[src/rtl/key_matrix_scanner.sv]
// 4x4 key matrix scan controller: drives one column low at a time, debounces
// whole scan frames into key_state and queues one press event per new key.
module key_matrix_scanner #(
  parameter int SCAN_DIV       = 1000,
  parameter int DEBOUNCE_SCANS = 4
) (
  input  logic        clk,
  input  logic        resetn,
  input  logic        scan_en,
  output logic [3:0]  btn_key_col,
  input  logic [3:0]  btn_key_row,
  output logic [15:0] key_state,
  output logic        any_key,
  output logic        key_valid,
  output logic [3:0]  key_code,
  input  logic        key_ready
);

  localparam int CW = (SCAN_DIV < 2) ? 1 : $clog2(SCAN_DIV);
  localparam int MW = (DEBOUNCE_SCANS < 2) ? 1 : $clog2(DEBOUNCE_SCANS + 1);
  localparam logic [CW-1:0] CNT_LAST  = CW'(SCAN_DIV - 1);
  localparam logic [MW-1:0] MATCH_MAX = MW'(DEBOUNCE_SCANS);

  typedef enum logic {
    S_IDLE,
    S_SCAN
  } scan_state_t;

  scan_state_t       state, state_next;
  logic [3:0]        row_p0, row_p1;
  logic [CW-1:0]     cnt, cnt_next;
  logic [1:0]        col, col_next;
  logic [3:0]        col_drive_next;
  logic [15:0]       raw, raw_ins, prev_raw;
  logic [MW-1:0]     match_cnt, match_new;
  logic [15:0]       pending, pending_next;
  logic [15:0]       set_mask, clr_mask;
  logic              scan_run, capture, frame_end, accept;

  // Lowest set bit wins so the consumer always sees keys in index order.
  function automatic logic [3:0] lowest_set(input logic [15:0] v);
    lowest_set = 4'd0;
    for (int i = 15; i >= 0; i--) begin
      if (v[i]) lowest_set = 4'(i);
    end
  endfunction

  function automatic logic [MW-1:0] next_match(input logic same, input logic [MW-1:0] m);
    if (!same)
      next_match = MW'(1);
    else if (m >= MATCH_MAX)
      next_match = MATCH_MAX;
    else
      next_match = m + MW'(1);
  endfunction

  // Stage p0/p1: row synchronizer, rows are asynchronous to clk
  always_ff @(posedge clk or negedge resetn) begin
    if (!resetn) begin
      row_p0 <= 4'b1111;
      row_p1 <= 4'b1111;
    end else begin
      row_p0 <= btn_key_row;
      row_p1 <= row_p0;
    end
  end

  // Scan sequencing: IDLE holds everything at column 0 until scan_en is seen
  always_ff @(posedge clk or negedge resetn) begin
    if (!resetn) state <= S_IDLE;
    else         state <= state_next;
  end

  always_comb begin
    state_next     = state;
    cnt_next       = cnt;
    col_next       = col;
    col_drive_next = 4'b1111;
    case (state)
      S_IDLE: begin
        cnt_next = '0;
        col_next = 2'd0;
        if (scan_en) state_next = S_SCAN;
      end
      S_SCAN: begin
        if (!scan_en) begin
          state_next = S_IDLE;
          cnt_next   = '0;
          col_next   = 2'd0;
        end else if (cnt == CNT_LAST) begin
          cnt_next = '0;
          col_next = col + 2'd1;
        end else begin
          cnt_next = cnt + CW'(1);
        end
      end
      default: state_next = S_IDLE;
    endcase
    if (scan_en) col_drive_next = ~(4'b0001 << col_next);
  end

  assign scan_run  = scan_en && (state == S_SCAN);
  assign capture   = scan_run && (cnt == CNT_LAST);
  assign frame_end = capture && (col == 2'd3);

  always_comb begin
    raw_ins = raw;
    for (int r = 0; r < 4; r++) begin
      raw_ins[r*4 + int'(col)] = ~row_p1[r];
    end
  end

  // The column drive is registered so the GPIO pins never see decode glitches.
  always_ff @(posedge clk or negedge resetn) begin
    if (!resetn) begin
      cnt         <= '0;
      col         <= 2'd0;
      btn_key_col <= 4'b1111;
    end else begin
      cnt         <= cnt_next;
      col         <= col_next;
      btn_key_col <= col_drive_next;
    end
  end

  // Stage p2: frame assembly and debounce
  assign match_new = next_match(raw_ins == prev_raw, match_cnt);
  assign accept    = frame_end && (match_new == MATCH_MAX) && (raw_ins != key_state);

  always_ff @(posedge clk or negedge resetn) begin
    if (!resetn) begin
      raw       <= '0;
      prev_raw  <= '0;
      match_cnt <= '0;
      key_state <= '0;
    end else begin
      if (!scan_run)   raw <= '0;
      else if (capture) raw <= raw_ins;

      if (!scan_en) begin
        match_cnt <= '0;
      end else if (frame_end) begin
        match_cnt <= match_new;
        prev_raw  <= raw_ins;
      end

      if (accept) key_state <= raw_ins;
    end
  end

  // Event queue: only newly pressed keys are queued; a set beats a same-cycle clear
  assign set_mask     = accept ? (raw_ins & ~key_state) : 16'd0;
  assign clr_mask     = (key_valid && key_ready) ? (16'd1 << key_code) : 16'd0;
  assign pending_next = (pending & ~clr_mask) | set_mask;

  always_ff @(posedge clk or negedge resetn) begin
    if (!resetn) pending <= '0;
    else         pending <= pending_next;
  end

  assign key_valid = |pending;
  assign key_code  = lowest_set(pending);
  assign any_key   = |key_state;

endmodule
[config.mk]
export PLATFORM = sky130hd
export DESIGN_NAME = key_matrix_scanner
export DESIGN_NICKNAME = d
export VERILOG_FILES = /design/src/rtl/key_matrix_scanner.sv
export SDC_FILE = /design/constraint.sdc
export NUM_CORES = 1
export LEC_CHECK = 0
export ABC_AREA = 1
export ABC_CLOCK_PERIOD_IN_PS = 3100
export CAP_MARGIN = 20
export CORE_ASPECT_RATIO = 0.75
export CORE_MARGIN = 3
export CORE_UTILIZATION = 55
export DETAILED_ROUTE_END_ITERATION = 8
export PLACE_DENSITY = 0.77
export SLEW_MARGIN = 20
export SYNTH_ARGS = -nofsm -noshare
export SYNTH_HDL_FRONTEND = slang
export SYNTH_SLANG_ARGS = --single-unit
[constraint.sdc]
create_clock -name clk -period 3.1 [get_ports clk]
set_input_delay 0.62 -clock clk [delete_from_list [all_inputs] [get_ports clk]]
set_output_delay 0.62 -clock clk [all_outputs]
set_load 0.1 [all_outputs]
Word-level counts from Yosys, hierarchy flattened
Cells that the tools add are included.

word-level totals
  register bits after elaboration = 92
  input bits = 8
  output and inout bits = 26
  word-level logic and storage cells = 103

cells by class
  add/sub/neg operators = 6
  order comparisons = 9
  eq/ne operators = 7
  shifts and indexed selects = 2
  mux-type cells = 44
  bitwise logic cells = 11
  reductions and logical operators = 13

operator list
  cell                                                                                 count
  4-bit two-way mux                                                                    17
  16-bit bitwise mux                                                                   4
  16-bit two-way mux                                                                   4
  16-bit bitwise AND                                                                   2
  16-bit NOT                                                                           2
  16-bit OR reduction                                                                  2
  10-bit two-way mux                                                                   2
  10-bit one-hot mux with 2 select lines                                               1
  16-bit == test                                                                       1
  16-bit inequality test                                                               1
  16-bit bitwise OR                                                                    1
  1-bit by 4-bit << shifter with 16-bit output, first input constant                   1
  1-bit demux with 4-bit select                                                        3
  3-bit two-way mux                                                                    4
  10-bit by 1-bit adder with 10-bit output, second input constant                      1
  4-bit by 2-bit adder with 5-bit output, first input constant                         2
  10-bit == test, second input constant                                                1
  5-bit by 1-bit greater-or-equal comparator with 1-bit output, second input constant  2
  1-bit logical AND                                                                    10
  5-bit < comparator, second input constant                                            2
  2-bit by 5-bit < comparator with 1-bit output, second input constant                 1
  4-bit by 5-bit < comparator with 1-bit output, second input constant                 1
  1-bit two-way mux                                                                    5
  1-bit NOT                                                                            5
  15 further kinds                                                                     17

Logic depth before layout (Yosys ltp)
Gate-level depths: netlist of the first run.

  depth in word-level cells = 21
  mapped depth = 19
  gate-level depth less buffers = 19

Worst setup path after synthesis of the first run
No wires, ideal clock.

  kind = register to register
  from = register pending[11]
  to = register pending[11]
  library setup time = 65 ps
  data arrival time = 3104 ps
  data required time = 3035 ps
  slack = -69 ps
  stages on the path, launching flop included = 8
  buffers on the path = 0
  period minus slack after synthesis = 3169 ps
  cell sequence = dfrtp_1 nor4_1 nand2_1 a21oi_1 inv_1 nand4_1 o21ai_0 nand2_1

between the ends
  longest elaborated chain between the ends = 17
  elaborated cells between the ends (all ways) = 19
  those cells by class = 1 x shift; 13 x mux; 3 x bitwise; 2 x reduce/logical

RTL lines
  element                                       RTL line  source
  start, declared                               36        logic [15:0] pending, pending_next;
  start signal, assigned                        158       else pending <= pending_next;
  4-bit two-way mux (12 in a row)               44        if (v[i]) lowest_set = 4'(i);
  named net key_code[2]                         15        output logic [3:0] key_code,
  1-bit by 4-bit << shifter with 16-bit output  153       assign clr_mask = (key_valid && key_ready) ? (16'd1 << key_code) : 16'd0;
  16-bit two-way mux                            153
  16-bit NOT                                    154       assign pending_next = (pending & ~clr_mask) | set_mask;
  16-bit bitwise AND                            154
  16-bit bitwise OR                             154
  named net pending_next[11]                    36

The timed path passes the listed nets, and every way through them passes these cells.
A chain may end at the register's enable or synchronous reset.

Worst setup path in the final report of the first run
  from = register col[0]
  to = register key_state[1]

between the ends
  longest elaborated chain between the ends = 13
  elaborated cells between the ends (all ways) = 35
  those cells by class = 3 x add/sub; 8 x order compare; 4 x eq/ne; 13 x mux; 7 x reduce/logical

RTL lines
  element                                                                                                                                              RTL line  source
  start, declared                                                                                                                                      32        logic [1:0] col, col_next;
  start signal, assigned                                                                                                                               121       col <= col_next;
  3-bit by 2-bit adder with 4-bit output                                                                                                               109       raw_ins[r*4 + int'(col)] = ~row_p1[r];
  4-bit by 5-bit < comparator with 1-bit output (implied by the code) or 4-bit by 1-bit greater-or-equal comparator with 1-bit output (tied branches)  109
  1-bit logical AND (implied by the code)                                                                                                              109
  1-bit two-way mux (implied by the code)                                                                                                              109
  1-bit demux with 4-bit select                                                                                                                        109
  16-bit bitwise mux (2 in a row)                                                                                                                      109
  16-bit bitwise mux (*)                                                                                                                               109
  named net raw_ins[10]                                                                                                                                34        logic [15:0] raw, raw_ins, prev_raw;
  16-bit == test                                                                                                                                       127       assign match_new = next_match(raw_ins == prev_raw, match_cnt);
  3-bit two-way mux                                                                                                                                    49        if (!same)
  3-bit == test                                                                                                                                        128       assign accept = frame_end && (match_new == MATCH_MAX) && (raw_ins != key_state);
  1-bit logical AND                                                                                                                                    128
  1-bit logical AND (*)                                                                                                                                128
  end signal, assigned                                                                                                                                 147       if (accept) key_state <= raw_ins;
  end, declared                                                                                                                                        12        output logic [15:0] key_state,

The timed path passes the listed nets; every way through them passes the cells marked *.

==> summary.json, run 1 <==
{
  "grt_setup_unrepaired": {"value": "false"},
  "vias_per_cell": {"value": 5.460},
  "netlist_instances": {"value": 522},
  "clock_tree.buffer_depth": {"value": 2},
  "grt_start_max_net_pins": {"value": 90},
  "maxCapViolCount": {"value": 0},
  "finalSetupViolCount": {"value": 0},
  "layout-area-overhead-vs-synth": {"value": 13.63, "unit": "%"},
  "status": {"value": "finished, final reports clean"},
  "worst_ir_drop_vdd": {"value": 0.8391, "unit": "mV"},
  "global_route.usage.total": {"value": 0.2414},
  "vias": {"value": 3658},
  "gp_congestion": {"value": 0.9336},
  "yosysSeqAreaShare": {"value": 0.5183},
  "placement.io_buffers": {"value": 33},
  "wirelength": {"value": 10320, "unit": "µm"},
  "layout.filler_cells": {"value": 633},
  "hold_path_class": {"value": "in -> async"},
  "synthDistinctLibCells": {"value": 26},
  "reg2reg_depth": {"value": 11},
  "timing.rr.end": {"value": "key_state[1]"},
  "syn_nets": {"value": 553},
  "clk_pin_slew": {"value": 90, "unit": "ps"},
  "critical_path_peak_fanout": {"value": 24},
  "yosys_warning_count": {"value": 0},
  "clk-insertion-delay-late": {"value": 370, "unit": "ps"},
  "first_iter_violations": {"value": 351},
  "core.rowCount": {"value": 27},
  "r2r-start": {"value": "col[0]"},
  "finalCritPeriodShare": {"value": 0.9134},
  "syn-mean-instance-area": {"value": 8.564, "unit": "µm²"},
  "finClkSkew": {"value": 15.34, "unit": "ps"},
  "netlist.top_cell.by_area": {"value": "dfrtp_1"},
  "synth_area": {"value": 4471, "unit": "µm²"},
  "place.detailed.hpwl": {"value": 7605, "unit": "µm"},
  "number_of_buffers_inserted_during_clock_tree_synthesis": {"value": 9},
  "ys_top_cells_by_area": {"value": "dfrtp_1 (45%), nand2_1 (12%), dfstp_2 (7.1%)"},
  "i_o_pin_cnt": {"value": 34},
  "drt_first_pass_iters": {"value": 5},
  "slew_limit_fails": {"value": 0},
  "number_of_global_route_vias_before_repair": {"value": 3424},
  "antenna_found_initial": {"value": 0},
  "post_route_cells_drive_above_1_share": {"value": 0.1178},
  "cp_data_required_time": {"value": 3380, "unit": "ps"},
  "timing_worst_setup_path_type": {"value": "reg -> reg"},
  "h-tree-depth": {"value": 3},
  "cts_num_sinks": {"value": 92},
  "wire_length_of_the_first_global_routing_pass": {"value": 17190, "unit": "µm"},
  "layout.nets": {"value": 595},
  "design.die.area": {"value": 9258, "unit": "µm²"},
  "power.density": {"value": 583.5, "unit": "nW/µm²"},
  "max_transition_margin": {"value": 0.4742},
  "diodes": {"value": 0},
  "timing.final.ws_setup": {"value": 268.3, "unit": "ps"},
  "preCtsSetupSlack": {"value": 244.7, "unit": "ps"},
  "die_h": {"value": 84.08, "unit": "µm"},
  "timing_hold_violations_final": {"value": 0},
  "worst_slew_pin_slew": {"value": 788.7, "unit": "ps"},
  "reg2reg_slack": {"value": 270, "unit": "ps"},
  "total_negative_slack": {"value": 0, "unit": "ps"},
  "synth_top_area_frac": {"value": 0.4478},
  "root_buffer": {"value": "clkbuf_8"},
  "drt.antenna.violating_nets": {"value": 0},
  "endpoint_kind": {"value": "register"},
  "wl_per_cell": {"value": 15.40, "unit": "µm"},
  "die_w": {"value": 110.1, "unit": "µm"},
  "starting_utilization_of_the_core_area": {"value": 0.5881},
  "floorplan.core_area": {"value": 7601, "unit": "µm²"},
  "grt.overflow.total": {"value": 0},
  "p_leak": {"value": 2.551, "unit": "nW"},
  "drcViolationCount": {"value": 0},
  "yosys_register_bits": {"value": 92},
  "min_period": {"value": 2832, "unit": "ps"},
  "critical_path.startpoint_type": {"value": "register"},
  "tritoncts": {"value": "done"},
  "cp_data_arrival_time": {"value": 3110, "unit": "ps"},
  "fmax": {"value": 353.1, "unit": "MHz"}
}
[worst max-delay path, stage by stage, from the launching register on]
cell and delay [ps]:
dfrtp_1 380, inv_1 90, ha_1 330, o21ai_0 580
inv_1 110, ha_1 300, nand4_1 100, o41a_1 330
nand3_2 110, buf_4 250, nand2_1 80, o21ai_1 80
[worst max-delay path by stage]
stage	startpoint	to	depth (start not counted)
after floorplan	pending[7]	pending[12]	8
after global placement	col[1]	key_state[9]	10
after detailed placement	col[1]	key_state[9]	10
after CTS	col[1]	key_state[1]	11
after global routing	col[0]	key_state[1]	11
final	col[0]	key_state[1]	11
[layer usage]
metal  part of all wire  track usage  vias to the layer above
met5                  0            0                        -
met4              0.014      0.06488                        0
met3              0.073      0.06497                       13
li1                   -            -                     1771
met2               0.43       0.3210                      132
met1               0.48       0.3842                     1742
[through the flow]
step           cells  hold WS, ps  cell area (µm²)  utilization  total power, W
2_1_floorplan    522        324.4             4474            -        0.001929
3_3_place_gp     654        345.4             4883       0.6425        0.002177
3_5_place_dp     654        347.0             4883       0.6425        0.002180
4_1_cts          670        350.2             5076       0.6678        0.002976
5_1_grt          670        340.2             5080       0.6683        0.003100
6_report         670        294.2             5080       0.6683        0.002964
[flip-flops by register name (all words and copies together), names as in the netlist]
signal / cells
btn_key_col: 4
cnt: 10
col: 2
key_state: 16
match_cnt: 3
pending: 16
prev_raw: 16
raw: 16
row_p0: 4
row_p1: 4
state: 1
[where the power goes]
part	internal (W)	switching [W]	total, W
registers	0.00123	0.0000143	0.00125
logic	0.000212	0.000704	0.000916
clock network	0.000375	0.000426	0.000801
[final cells by class]
class	instances	area (µm²)	share of cell area
clock buffer	10	127.6	0.02512
clock inverter	6	65.06	0.01281
inverter	78	292.8	0.05764
multi-input combinational	341	1804	0.3552
sequential	92	2317	0.4562
tap	101	126.4	0.02488
timing repair buffer	42	346.6	0.06823
[synth_stat cells, drive strengths merged]
| cell type | count |
|---|---|
| buf | 5 |
| o21bai | 4 |
| inv | 78 |
| or2 | 1 |
| dfrtp | 80 |
| nand4 | 19 |
| o21ai | 80 |
| nor3 | 5 |
| nor4 | 7 |
| xor2 | 12 |
| o22ai | 1 |
| o2bb2ai | 2 |
| dfstp | 12 |
| nand3 | 14 |
| nand2 | 147 |
| a21oi | 7 |
| o21a | 2 |
| o41a | 1 |
| ha | 23 |
| clkbuf | 6 |
| nor2 | 16 |
[cell families after synthesis]
kind of cell	share of synthesized area
and+or+nand+nor	0.1996
AOI/OAI and AO/OA	0.1153
DFF	0.5183
buffers and inverters	0.07892
adders and majority gates	0.06437
xor gates and xnor gates	0.02351
[cells in the final DEF (no fill, tap or decap), types with 13 or more instances in the layout]
cell type	count
buf_4	34
nand3_1	13
nor2_1	16
nand2_1	147
nand4_1	19
o21ai_1	27
o21ai_0	53
ha_1	23
inv_1	77
dfrtp_1	80
[timing repair]
action | CTS | global route
setup buffers | 0 | 0
setup endpoints to repair | 0 | 5
hold buffers | 0 | 0
gates resized for setup | 0 | 1
(Power assumes the default switching activity.)
==> run 2, diff against run 1 <==
--- a/config.mk
+++ b/config.mk
@@ -9,7 +9,6 @@
 export ABC_CLOCK_PERIOD_IN_PS = 3100
 export CAP_MARGIN = 20
 export CORE_ASPECT_RATIO = 0.75
-export CORE_MARGIN = 3
 export CORE_UTILIZATION = 55
 export DETAILED_ROUTE_END_ITERATION = 8
 export PLACE_DENSITY = 0.77
==> run 2 against run 1 <==
Compared with the run above:
- global-route usage is 2.3 points higher
- total power is 1.4% higher
- die area is 8.2% lower
- largest cell class unchanged
- register-to-register slack hardly changed
- sequential power hardly changed
- fmax is 0.43% higher
==> summary.json, run 2 (synthesis gave the netlist of run 1 again) <==
{
  "grt_start_max_net_pins": {"value": 59, "change": "-34%"},
  "antenna_found_initial": {"value": 0, "change": "unchanged"},
  "grt.overflow.total": {"value": 0, "change": "unchanged"},
  "finClkSkew": {"value": 11.42, "unit": "ps", "change": "-3.922 ps"},
  "die_w": {"value": 106.1, "unit": "µm", "change": "-3.6%"},
  "diodes": {"value": 0, "change": "unchanged"},
  "global_route.usage.total": {"value": 0.2644, "change": "+0.02301"},
  "first_iter_violations": {"value": 248, "change": "-29%"},
  "layout.filler_cells": {"value": 642, "change": "+1.4%"},
  "starting_utilization_of_the_core_area": {"value": 0.5671, "change": "-0.02101"},
  "number_of_global_route_vias_before_repair": {"value": 3463, "change": "+1.1%"},
  "critical_path.top_delay_family": {"value": "compound AO/OA/AOI/OAI gates"},
  "grt_setup_unrepaired": {"value": "false"},
  "wl_per_cell": {"value": 15.17, "unit": "µm", "change": "-1.5%"},
  "gp_congestion": {"value": 0.9708, "change": "+4.0%"},
  "finalCritPeriodShare": {"value": 0.9096, "change": "-0.003896"},
  "maxCapViolCount": {"value": 0, "change": "unchanged"},
  "drcViolationCount": {"value": 0, "change": "unchanged"},
  "worst_slew_pin_slew": {"value": 821.8, "unit": "ps", "change": "+33.10 ps"},
  "wire_length_of_the_first_global_routing_pass": {"value": 16980, "unit": "µm", "change": "-1.2%"},
  "worst_ir_drop_vdd": {"value": 0.4805, "unit": "mV", "change": "-43%"},
  "wirelength": {"value": 10260, "unit": "µm", "change": "-0.58%"},
  "layout-area-overhead-vs-synth": {"value": 14.53, "unit": "%"},
  "layout.nets": {"value": 597, "change": "+0.34%"},
  "floorplan.core_area": {"value": 7883, "unit": "µm²", "change": "+3.7%"},
  "finalSetupViolCount": {"value": 0, "change": "unchanged"},
  "vias": {"value": 3674, "change": "+0.44%"},
  "worst_path_largest_cell_delay": {"value": 500, "unit": "ps", "change": "-80 ps"},
  "hold_path_class": {"value": "in -> async"},
  "drt.antenna.violating_nets": {"value": 0, "change": "unchanged"},
  "core.rowCount": {"value": 28, "change": "+3.7%"},
  "fmax": {"value": 354.7, "unit": "MHz", "change": "+0.43%"},
  "clk-insertion-delay-late": {"value": 360, "unit": "ps", "change": "about the same"},
  "cts_num_sinks": {"value": 92, "change": "unchanged"},
  "reg2reg_depth": {"value": 11, "change": "unchanged"},
  "vias_per_cell": {"value": 5.435, "change": "-0.45%"},
  "status": {"value": "finished, final reports clean"},
  "p_leak": {"value": 2.563, "unit": "nW", "change": "+0.45%"},
  "min_period": {"value": 2820, "unit": "ps", "change": "-12.08 ps"},
  "design.die.area": {"value": 8497, "unit": "µm²", "change": "-8.2%"},
  "critical_path_peak_fanout": {"value": 20, "change": "-17%"},
  "root_buffer": {"value": "clkbuf_8"},
  "place.detailed.hpwl": {"value": 7734, "unit": "µm", "change": "+1.7%"},
  "timing_hold_violations_final": {"value": 0, "change": "unchanged"},
  "reg2reg_slack": {"value": 280, "unit": "ps", "change": "about the same"},
  "max_transition_margin": {"value": 0.4471, "change": "-0.02712"},
  "r2r-start": {"value": "col[0]"},
  "crit_path_cell_trace": {"value": "inv_1 > ha_1 > o21ai_1 > inv_1 > ha_1 > nand4_1 > o41a_1 > nand3_2 > buf_4 > nand2_1 > o21ai_1"},
  "endpoint_kind": {"value": "register"},
  "crit_start": {"value": "col[0]"},
  "timing.rr.end": {"value": "key_state[1]"},
  "layout.core_utilization": {"value": 0.6495, "change": "-0.01879"},
  "post_route_cells_drive_above_1_share": {"value": 0.1191, "change": "+0.001339"},
  "die_h": {"value": 80.08, "unit": "µm", "change": "-4.8%"},
  "number_of_buffers_inserted_during_clock_tree_synthesis": {"value": 9, "change": "unchanged"},
  "timing_worst_setup_path_type": {"value": "reg -> reg"},
  "cp_data_arrival_time": {"value": 3100, "unit": "ps", "change": "about the same"},
  "cp_num_buf_inv": {"value": 3, "change": "unchanged"},
  "post-cts-setup-buffer-count": {"value": 0, "change": "unchanged"},
  "most-common-layout-cells": {"value": "nand2_1 (147), dfrtp_1 (80), inv_1 (77)"},
  "commonest_non_fill_non_tap_cell_in_the_layout": {"value": "nand2_1"},
  "slew_limit_fails": {"value": 0, "change": "unchanged"},
  "critical_path.startpoint_type": {"value": "register"},
  "h-tree-depth": {"value": 3, "change": "unchanged"},
  "clock_tree.buffer_depth": {"value": 2, "change": "unchanged"},
  "power.density": {"value": 587.2, "unit": "nW/µm²", "change": "+0.63%"},
  "drt_first_pass_iters": {"value": 5, "change": "unchanged"},
  "total_negative_slack": {"value": 0, "unit": "ps", "change": "unchanged"},
  "tritoncts": {"value": "done"},
  "cp_data_required_time": {"value": 3380, "unit": "ps", "change": "about the same"},
  "clk_pin_slew": {"value": 90, "unit": "ps", "change": "about the same"},
  "i_o_pin_cnt": {"value": 34, "change": "unchanged"},
  "placement.io_buffers": {"value": 33, "change": "unchanged"},
  "timing.critical_path.slowest_stage_cell": {"value": "o21ai_1"}
}
## run 2: report_power, final
group	internal, W	switching (W)
logic	0.000214	0.000722
clock network	0.000418	0.000404
registers	0.00123	0.0000156
total	0.00186	0.00114
## run 2: stage by stage
step	setup slack (ps)	instances	hold slack, ps	power (W)	cell area [µm²]
2_1_floorplan	65.59	522	324.4	0.001929	4474
3_3_place_gp	391.0	660	345.7	0.002173	4916
3_5_place_dp	274.1	660	348.2	0.002191	4916
4_1_cts	229.5	676	346.5	0.003011	5120
5_1_grt	23.84	676	363.6	0.003136	5120
6_report	280.4	676	310.0	0.003006	5120
## run 2: final cells by class
class	instances	area [µm²]	area share
clock buffers	13	158.9	0.03104
well taps	105	131.4	0.02566
multi-input cells	341	1804	0.3524
inverters	78	292.8	0.05718
flip-flops and latches	92	2317	0.4526
repair buffers	44	370.4	0.07234
clock inverters	3	45.04	0.008798
## run 2: layer usage
layer  wire length, µm  global-route usage
met3               823             0.07792
met1              4875              0.3786
met5                 0                   0
met2              4396              0.3903
met4               161             0.07500
## run 2: worst max-delay path by stage
stage | depth (start not counted) | slack [ps] | endpoint
global route | 18 | 20 | key_code[0]
finish | 11 | 280 | key_state[1]
global placement | 10 | 390 | key_state[9]
CTS | 10 | 230 | key_state[10]
floorplan | 8 | 70 | pending[12]
detailed placement | 10 | 270 | key_state[10]
## run 2: timing repair
action / in CTS / in global routing
endpoints found under the setup margin: 0 / 9
resized for setup: 0 / 1
hold buffers: 0 / 0
==> run 3, diff against run 2 <==
--- a/config.mk
+++ b/config.mk
@@ -10,6 +10,7 @@
 export CAP_MARGIN = 20
 export CORE_ASPECT_RATIO = 0.75
 export CORE_UTILIZATION = 55
+export CTS_CLUSTER_SIZE = 28
 export DETAILED_ROUTE_END_ITERATION = 8
 export PLACE_DENSITY = 0.77
 export SLEW_MARGIN = 20
==> results of run 3 <==
The final DEF is identical to that of run 2; final timing and power are the same.
